===== src/rtl/pipe_stage_skid.sv =====
// Elastic valid/ready pipeline stage with a two-entry skid buffer, synchronous flush,
// bubble-zeroed payload outputs and a saturating bubble counter.
//
// state   | meaning
// S_EMPTY | nothing held, outputs are a bubble
// S_ONE   | main register holds the head entry
// S_FULL  | main holds the head, skid holds the next entry, ready_o low
module pipe_stage_skid #(
    parameter int DATA_WIDTH = 32,
    parameter int NUM_DATA   = 5,
    parameter int CTRL_WIDTH = 4,
    parameter int RD_WIDTH   = 5,
    parameter int CNT_WIDTH  = 16
) (
    input  logic                           clk,
    input  logic                           rst,
    input  logic                           valid_i,
    output logic                           ready_o,
    input  logic [CTRL_WIDTH-1:0]          ctrl_i,
    input  logic [NUM_DATA*DATA_WIDTH-1:0] data_i,
    input  logic [RD_WIDTH-1:0]            rd_i,
    input  logic                           flush_i,
    output logic                           valid_o,
    input  logic                           ready_i,
    output logic [CTRL_WIDTH-1:0]          ctrl_o,
    output logic [NUM_DATA*DATA_WIDTH-1:0] data_o,
    output logic [RD_WIDTH-1:0]            rd_o,
    output logic [CNT_WIDTH-1:0]           bubble_cnt_o
);

    localparam int PW = CTRL_WIDTH + NUM_DATA*DATA_WIDTH + RD_WIDTH;
    localparam logic [CNT_WIDTH-1:0] CNT_MAX = '1;

    typedef enum logic [1:0] {S_EMPTY, S_ONE, S_FULL} state_t;

    state_t            r_state;
    state_t            w_state_nxt;
    logic [PW-1:0]     r_main;
    logic [PW-1:0]     r_skid;
    logic [CNT_WIDTH-1:0] r_bubble_cnt;
    logic [PW-1:0]     w_in;
    logic [PW-1:0]     w_out;
    logic              w_accept;
    logic              w_emit;
    logic              w_load_main_in;
    logic              w_load_main_skid;
    logic              w_load_skid;

    assign w_in     = {ctrl_i, data_i, rd_i};
    assign ready_o  = !rst && (r_state != S_FULL);
    assign valid_o  = (r_state != S_EMPTY);
    assign w_accept = valid_i && ready_o;
    assign w_emit   = valid_o && ready_i;

    always_comb begin
        w_state_nxt      = r_state;
        w_load_main_in   = 1'b0;
        w_load_main_skid = 1'b0;
        w_load_skid      = 1'b0;
        case (r_state)
            S_EMPTY: begin
                if (w_accept) begin
                    w_state_nxt    = S_ONE;
                    w_load_main_in = 1'b1;
                end
            end
            S_ONE: begin
                if (w_accept && w_emit) begin
                    w_load_main_in = 1'b1;
                end else if (w_accept) begin
                    w_state_nxt = S_FULL;
                    w_load_skid = 1'b1;
                end else if (w_emit) begin
                    w_state_nxt = S_EMPTY;
                end
            end
            S_FULL: begin
                if (w_emit) begin
                    w_state_nxt      = S_ONE;
                    w_load_main_skid = 1'b1;
                end
            end
            default: w_state_nxt = S_EMPTY;
        endcase
    end

    always_ff @(posedge clk) begin
        if (rst || flush_i) begin
            r_state <= S_EMPTY;
            r_main  <= '0;
            r_skid  <= '0;
        end else begin
            r_state <= w_state_nxt;
            if (w_load_main_in) begin
                r_main <= w_in;
            end else if (w_load_main_skid) begin
                r_main <= r_skid;
            end
            if (w_load_skid) begin
                r_skid <= w_in;
            end
        end
    end

    // Counter ignores flush; only reset clears it.
    always_ff @(posedge clk) begin
        if (rst) begin
            r_bubble_cnt <= '0;
        end else if (!valid_o && (r_bubble_cnt != CNT_MAX)) begin
            r_bubble_cnt <= r_bubble_cnt + 1'b1;
        end
    end

    // Bubbles must never present stale control bits downstream.
    assign w_out = valid_o ? r_main : '0;
    assign {ctrl_o, data_o, rd_o} = w_out;
    assign bubble_cnt_o = r_bubble_cnt;

endmodule

===== config.mk =====
export PLATFORM = sky130hd
export DESIGN_NAME = pipe_stage_skid
export DESIGN_NICKNAME = d
export VERILOG_FILES = /design/src/rtl/pipe_stage_skid.sv
export SDC_FILE = /design/constraint.sdc
export NUM_CORES = 1
export LEC_CHECK = 0
export ABC_AREA = 1
export ABC_CLOCK_PERIOD_IN_PS = 2400
export BUFFER_PORTS_ARGS = -buffer_cell sky130_fd_sc_hd__buf_2
export CAP_MARGIN = 5
export CORE_UTILIZATION = 51
export CTS_BUF_LIST = sky130_fd_sc_hd__clkbuf_4 sky130_fd_sc_hd__clkbuf_8
export DETAILED_ROUTE_END_ITERATION = 12
export MAX_ROUTING_LAYER = met4
export PLACE_DENSITY = 0.77
export SLEW_MARGIN = 20
export SYNTH_ARGS = -nofsm -noshare
export SYNTH_HDL_FRONTEND = slang
export SYNTH_SLANG_ARGS = --single-unit

===== constraint.sdc =====
create_clock -name clk -period 2.4 [get_ports clk]
set_clock_uncertainty 0.05 [all_clocks]
set_input_delay 0.12 -clock clk [delete_from_list [all_inputs] [get_ports clk]]
set_output_delay 0.12 -clock clk [all_outputs]
set_load 0.005 [all_outputs]

; ---- Yosys cells after proc, flatten, opt, wreduce, memory -nomap -nowiden
; Index checks and enable logic that the tools add are counted.
[word_totals]
out_inout_bits = 187
register_bits = 356
[classes]
reduce_logical = 12
n_eq_ne = 8
n_mux = 16
addsub = 1
[op_table]
columns = op, n
row1 = 2-to-1 mux 169 bit, 3
row2 = "adder 16 x 1 -> 16 bit, second input constant", 1
row3 = "inequality test 16 bit, second input constant", 1
row4 = 2-to-1 mux 2 bit, 5
row5 = "inequality test 2 bit, second input constant", 4
row6 = 2-to-1 mux 1 bit, 6
row7 = case mux 2 bit (3 select lines), 1
row8 = logical AND 1 bit, 5
row9 = AND reduction 4 bit, 1
row10 = nonzero test 2 bit, 2
row11 = "inequality test 3 bit, second input constant", 1
row12 = "equality test 2 x 1 -> 1 bit, second input constant", 1
row13 = "equality test 2 bit, second input constant", 1
row14 = logical NOT 1 bit, 2
row15 = logical NOT 2 bit, 1
row16 = case mux 1 bit (2 select lines), 1
row17 = logical OR 1 bit, 1

; ---- Logic depth before layout (Yosys ltp)
[depth]
depth_word = 7
depth_mapped = 9
depth_no_buf = 8

; ---- Worst setup path before layout
; No wires, ideal clock.
[synth_timing]
path_type = flip-flop to flip-flop
start = register r_bubble_cnt[0] (netlist: bubble_cnt_o[0])
end = register r_bubble_cnt[12] (netlist: bubble_cnt_o[12])
slack_ns = 0.668
n_path_buf = 1
period_less_slack_ns = 1.732
required_ns = 2.280
arrival_ns = 1.611
path_stages_with_launch = 9
path_cell_list = dfxtp_1 > ha_1 > nand2_1 > nor2_2 > nand2_1 > o21ai_2 > buf_4 > nand2_1 > a21oi_1
[synth_between]
elab_chain_len = 2
elab_cells_between_ends = 3
[synth_rtl]
columns = item, line_no
row1 = "start, declared", 40  ; logic [CNT_WIDTH-1:0] r_bubble_cnt;
row2 = "start signal, assigned", 110  ; r_bubble_cnt <= r_bubble_cnt + 1'b1;
row3 = "parallel branches: the longest is 2 deep, another holds adder 16 x 1 -> 16 bit", --
; Parallel ways; which one is timed is not known.
; A chain may end at the register's enable or synchronous reset.

; ---- Final worst setup path
[layout_timing]
start = register r_state[1]
end = output data_o[60]
[layout_between]
elab_chain_len = 2
[layout_rtl]
columns = item, line_no
row1 = "start, declared", 36  ; state_t r_state;
row2 = "start signal, assigned", 93  ; r_state <= w_state_nxt;
row3 = nonzero test 2 bit, 51  ; assign valid_o = (r_state != S_EMPTY);
row4 = 2-to-1 mux 169 bit, 115  ; assign w_out = valid_o ? r_main : '0;
row5 = "end, declared", 26  ; output logic [NUM_DATA*DATA_WIDTH-1:0] data_o,
; No other way between the ends.

==> summary.md <==
| Metric | Value |
|---|---|
| Starting Density | `51.8%` |
| Slew HR | `47.1%` |
| Status | `completed` |
| Slowest CP cell | `buf_4` |
| Worst min-delay path class | `input port to flop` |
| Area Overhead vs Synth | `34.0%` |
| Antenna violations before repair | `0` |
| Clock Path Buffers | `3` |
| CTS root buf | `clkbuf_8` |
| Largest fanout on the critical path | `58` |
| Multi-input logic area | `0.00639 mm²` |
| Max Transition Viols Final | `0` |
| Fmax | `444 MHz` |
| Synth top area share | `48.1%` |
| Hold Violations, Final | `0` |
| Reg power frac | `47.8%` |
| WL/cell | `15.0 µm` |
| Post-Syn Area | `0.0148 mm²` |
| Htree depth | `2` |
| Clk sinks | `356` |
| Mapped Cells | `2181` |
| Post-synth ARST share | `0%` |
| Worst EP arrival | `2080 ps` |
| Sw Ratio | `23.5%` |
| Post-route ant nets | `0` |
| Crit-path cells | `nor2_4 -> buf_4 -> nor2_1 -> buf_2` |
| Die area | `0.0298 mm²` |
| Max stage delay on crit path | `560 ps` |
| Fillers | `2249` |
| Pwr Density | `636 mW/mm²` |
| Skew-Pair Late Insertion Delay | `580 ps` |
| Post-synth EDFFs | `0` |
| Core area | `0.0286 mm²` |
| Layout cells sized above 1 | `18.9%` |
| Via count | `16.0k` |
| Combinational power share | `8.0%` |
| YS warnings | `0` |
| RSZ-0062 raised after global routing | `no` |
| Final WS setup | `145 ps` |
| Tot GR Track Use | `30.8%` |
| Placement Setup Slack | `222 ps` |
| Internal power | `9.66 mW` |
| Total negative slack | `0 ps` |
| Crit start category | `flop` |
| Largest area contributor in the netlist | `dfxtp_1` |
| Number of buffers created by CTS | `58` |
| Final #Nets | `2827` |
| Buffers on Ports | `360` |
| Mapped Avg Cell Area | `6.80 µm²` |
| Final Cycle Share | `93.9%` |
| Ys flop type | `dfxtp_1` |
| Vias in the first global route | `15.0k` |
| CTS tree | `built` |
| Top cells by area, synth | `dfxtp_1 (48%), nand2_1 (14%), nor2_1 (13%), a31oi_1 (7.1%), inv_1 (4.6%)` |
| Critical Path RT | `2230 ps` |
| Leak pwr | `7.45 nW` |
| Routed vias/inst | `5.20` |
| Largest net degree at the start of global routing | `171` |
| Delay-heaviest family, CP | `buffers and inverters` |
| Die Span Y | `172 µm` |
| # DRC | `0` |
| Fin crit period | `2250 ps` |
| Synthesized flop and latch total | `356` |
| Number of distinct library cells after synthesis | `23` |
| Final wirelength | `46400 µm` |
| First-pass GRT wire length | `72300 µm` |
| Final count of negative-setup-slack endpoints | `0` |
| Post-CTS setup buffers | `0` |
| Top-Level Pins | `361` |
| # diodes | `0` |
| Maximum vdd drop | `482 µV` |
| Post-Syn Nets | `2356` |
| DP HPWL | `25300 µm` |
| CP bufs+invs | `2` |
| Seq/Total Area, Yosys | `48.1%` |
| # Max-Cap Violations | `0` |
| Worst slew pin tran | `794 ps` |
| Clk pwr share | `44.2%` |
| Core Rows | `62` |
| Crit Path Class | `flop to primary output` |
| Worst-path clk slew | `60 ps` |
| Die W | `172 µm` |
| Crit. End Element | `primary output` |
| Overflow after GRT | `0` |
| P_sw | `2.97 mW` |
| FF/Latch Area | `0.00713 mm²` |
| Initial DRT Pass Iterations | `8` |
| Number of DRC markers in iteration 0 | `1672` |
| GPL Wtd Cong | `0.896` |
## cell usage in the layout, fill, tap and decap left out, drive strengths merged
cell type    count
nand4            6
inv            187
nor4             1
clkinv           6
a21oi           18
o21ai          172
nand2          572
ha               1
nand3           11
clkbuf          97
bufinv           1
xnor2            2
a31oi          169
buf            388
nor2           533
dfxtp          356
clkinvlp         2
xor2             5
dlygate4sd3    171
## power groups by stage
stage | clock network, mW | logic (mW) | registers, mW
2_1_floorplan | 0 | 0.418 | 6.15
3_3_place_gp | 0 | 0.754 | 6.16
3_5_place_dp | 0 | 0.763 | 6.16
4_1_cts | 5.65 | 0.988 | 6.03
5_1_grt | 5.94 | 1.10 | 6.04
6_report | 5.58 | 1.01 | 6.03
## logic make-up after synthesis
group / count (synthesis) / share of synthesized area, %
AOI/OAI and AO/OA: 359 / 13.6
DFF: 356 / 48.1
buffers and inverters: 335 / 8.95
adders and majority gates: 1 / 0.0844
and+or+nand+nor: 1123 / 28.9
xor gates and xnor gates: 7 / 0.414
## per-stage QoR
| step | total power, mW | std cells | utilization (%) | instance area [µm²] | hold WS [ps] |
|---|---|---|---|---|---|
| after global routing | 13.1 | 3082 | 69.4 | 19900 | 104 |
| after floorplan | 6.57 | 2181 | - | 14800 | 219 |
| after CTS | 12.7 | 3082 | 69.4 | 19900 | 47.3 |
| after detailed placement | 6.92 | 2805 | 59.0 | 16900 | 328 |
| after global placement | 6.91 | 2805 | 59.0 | 16900 | 320 |
| final | 12.6 | 3082 | 69.4 | 19900 | 75.7 |
## per-layer routing
metal | part of all wire (%) | global-route usage (%) | vias up | wire, µm
met5 | 0 | - | - | 0
met4 | 4.9 | 16.2 | 0 | 2280
met3 | 7.4 | 6.02 | 195 | 3430
met2 | 48 | 50.7 | 718 | 22400
met1 | 39 | 35.6 | 7317 | 18200
li1 | - | - | 7788 | -
## worst reg2reg max path: stages (launching register included)
cell and delay [ps]:
dfxtp_1 360, ha_1 260, nand2_1 110, nor2_2 60, nand2_1 130, nor2_1 70
nor2_2 490, nand2_1 130, a21oi_1 170
## final timing paths
kind / start / to / slack, ps / cells past startpoint
setup / recovery: r_state[1] / data_o[60] / 150 / 4
hold / removal: valid_i / r_state[0] / 80 / 6
setup reg to reg: bubble_cnt_o[0] / bubble_cnt_o[12] / 480 / 8
hold reg to reg: r_main[59] / r_main[59] / 430 / 2
## timing repair
item                                    in CTS  in global routing
endpoints found under the setup margin       0                  1
hold endpoints to repair                   356                  0
gates resized for setup                      0                  1
hold buffers                               171                  0
## state kept, by name, summed over array words and instances (netlist names)
| register | flops |
|---|---|
| bubble_cnt_o | 16 |
| r_main | 169 |
| r_skid | 169 |
| r_state | 2 |
## cells in the mapped netlist (2+ instances only)
cell      number
o21ai_1       57
nand4_1        6
dfxtp_1      356
inv_2          4
xor2_1         5
clkbuf_1      95
nor2_2         5
a21oi_1       18
nor2_4         3
nor2_1       525
buf_1          4
buf_2         46
nand2_1      572
o21ai_0      114
xnor2_1        2
a31oi_1      169
nand3_1       10
buf_4          3
inv_1        183
## final cells by class
type | instances | area share, %
clock buffers | 97 | 5.96
clock inverters | 9 | 0.397
inverters | 187 | 3.57
multi-input cells | 1490 | 32.2
flip-flops and latches | 356 | 35.9
well taps | 384 | 2.42
repair buffers | 559 | 19.6
Note: power is estimated with default switching activity, not from simulation.
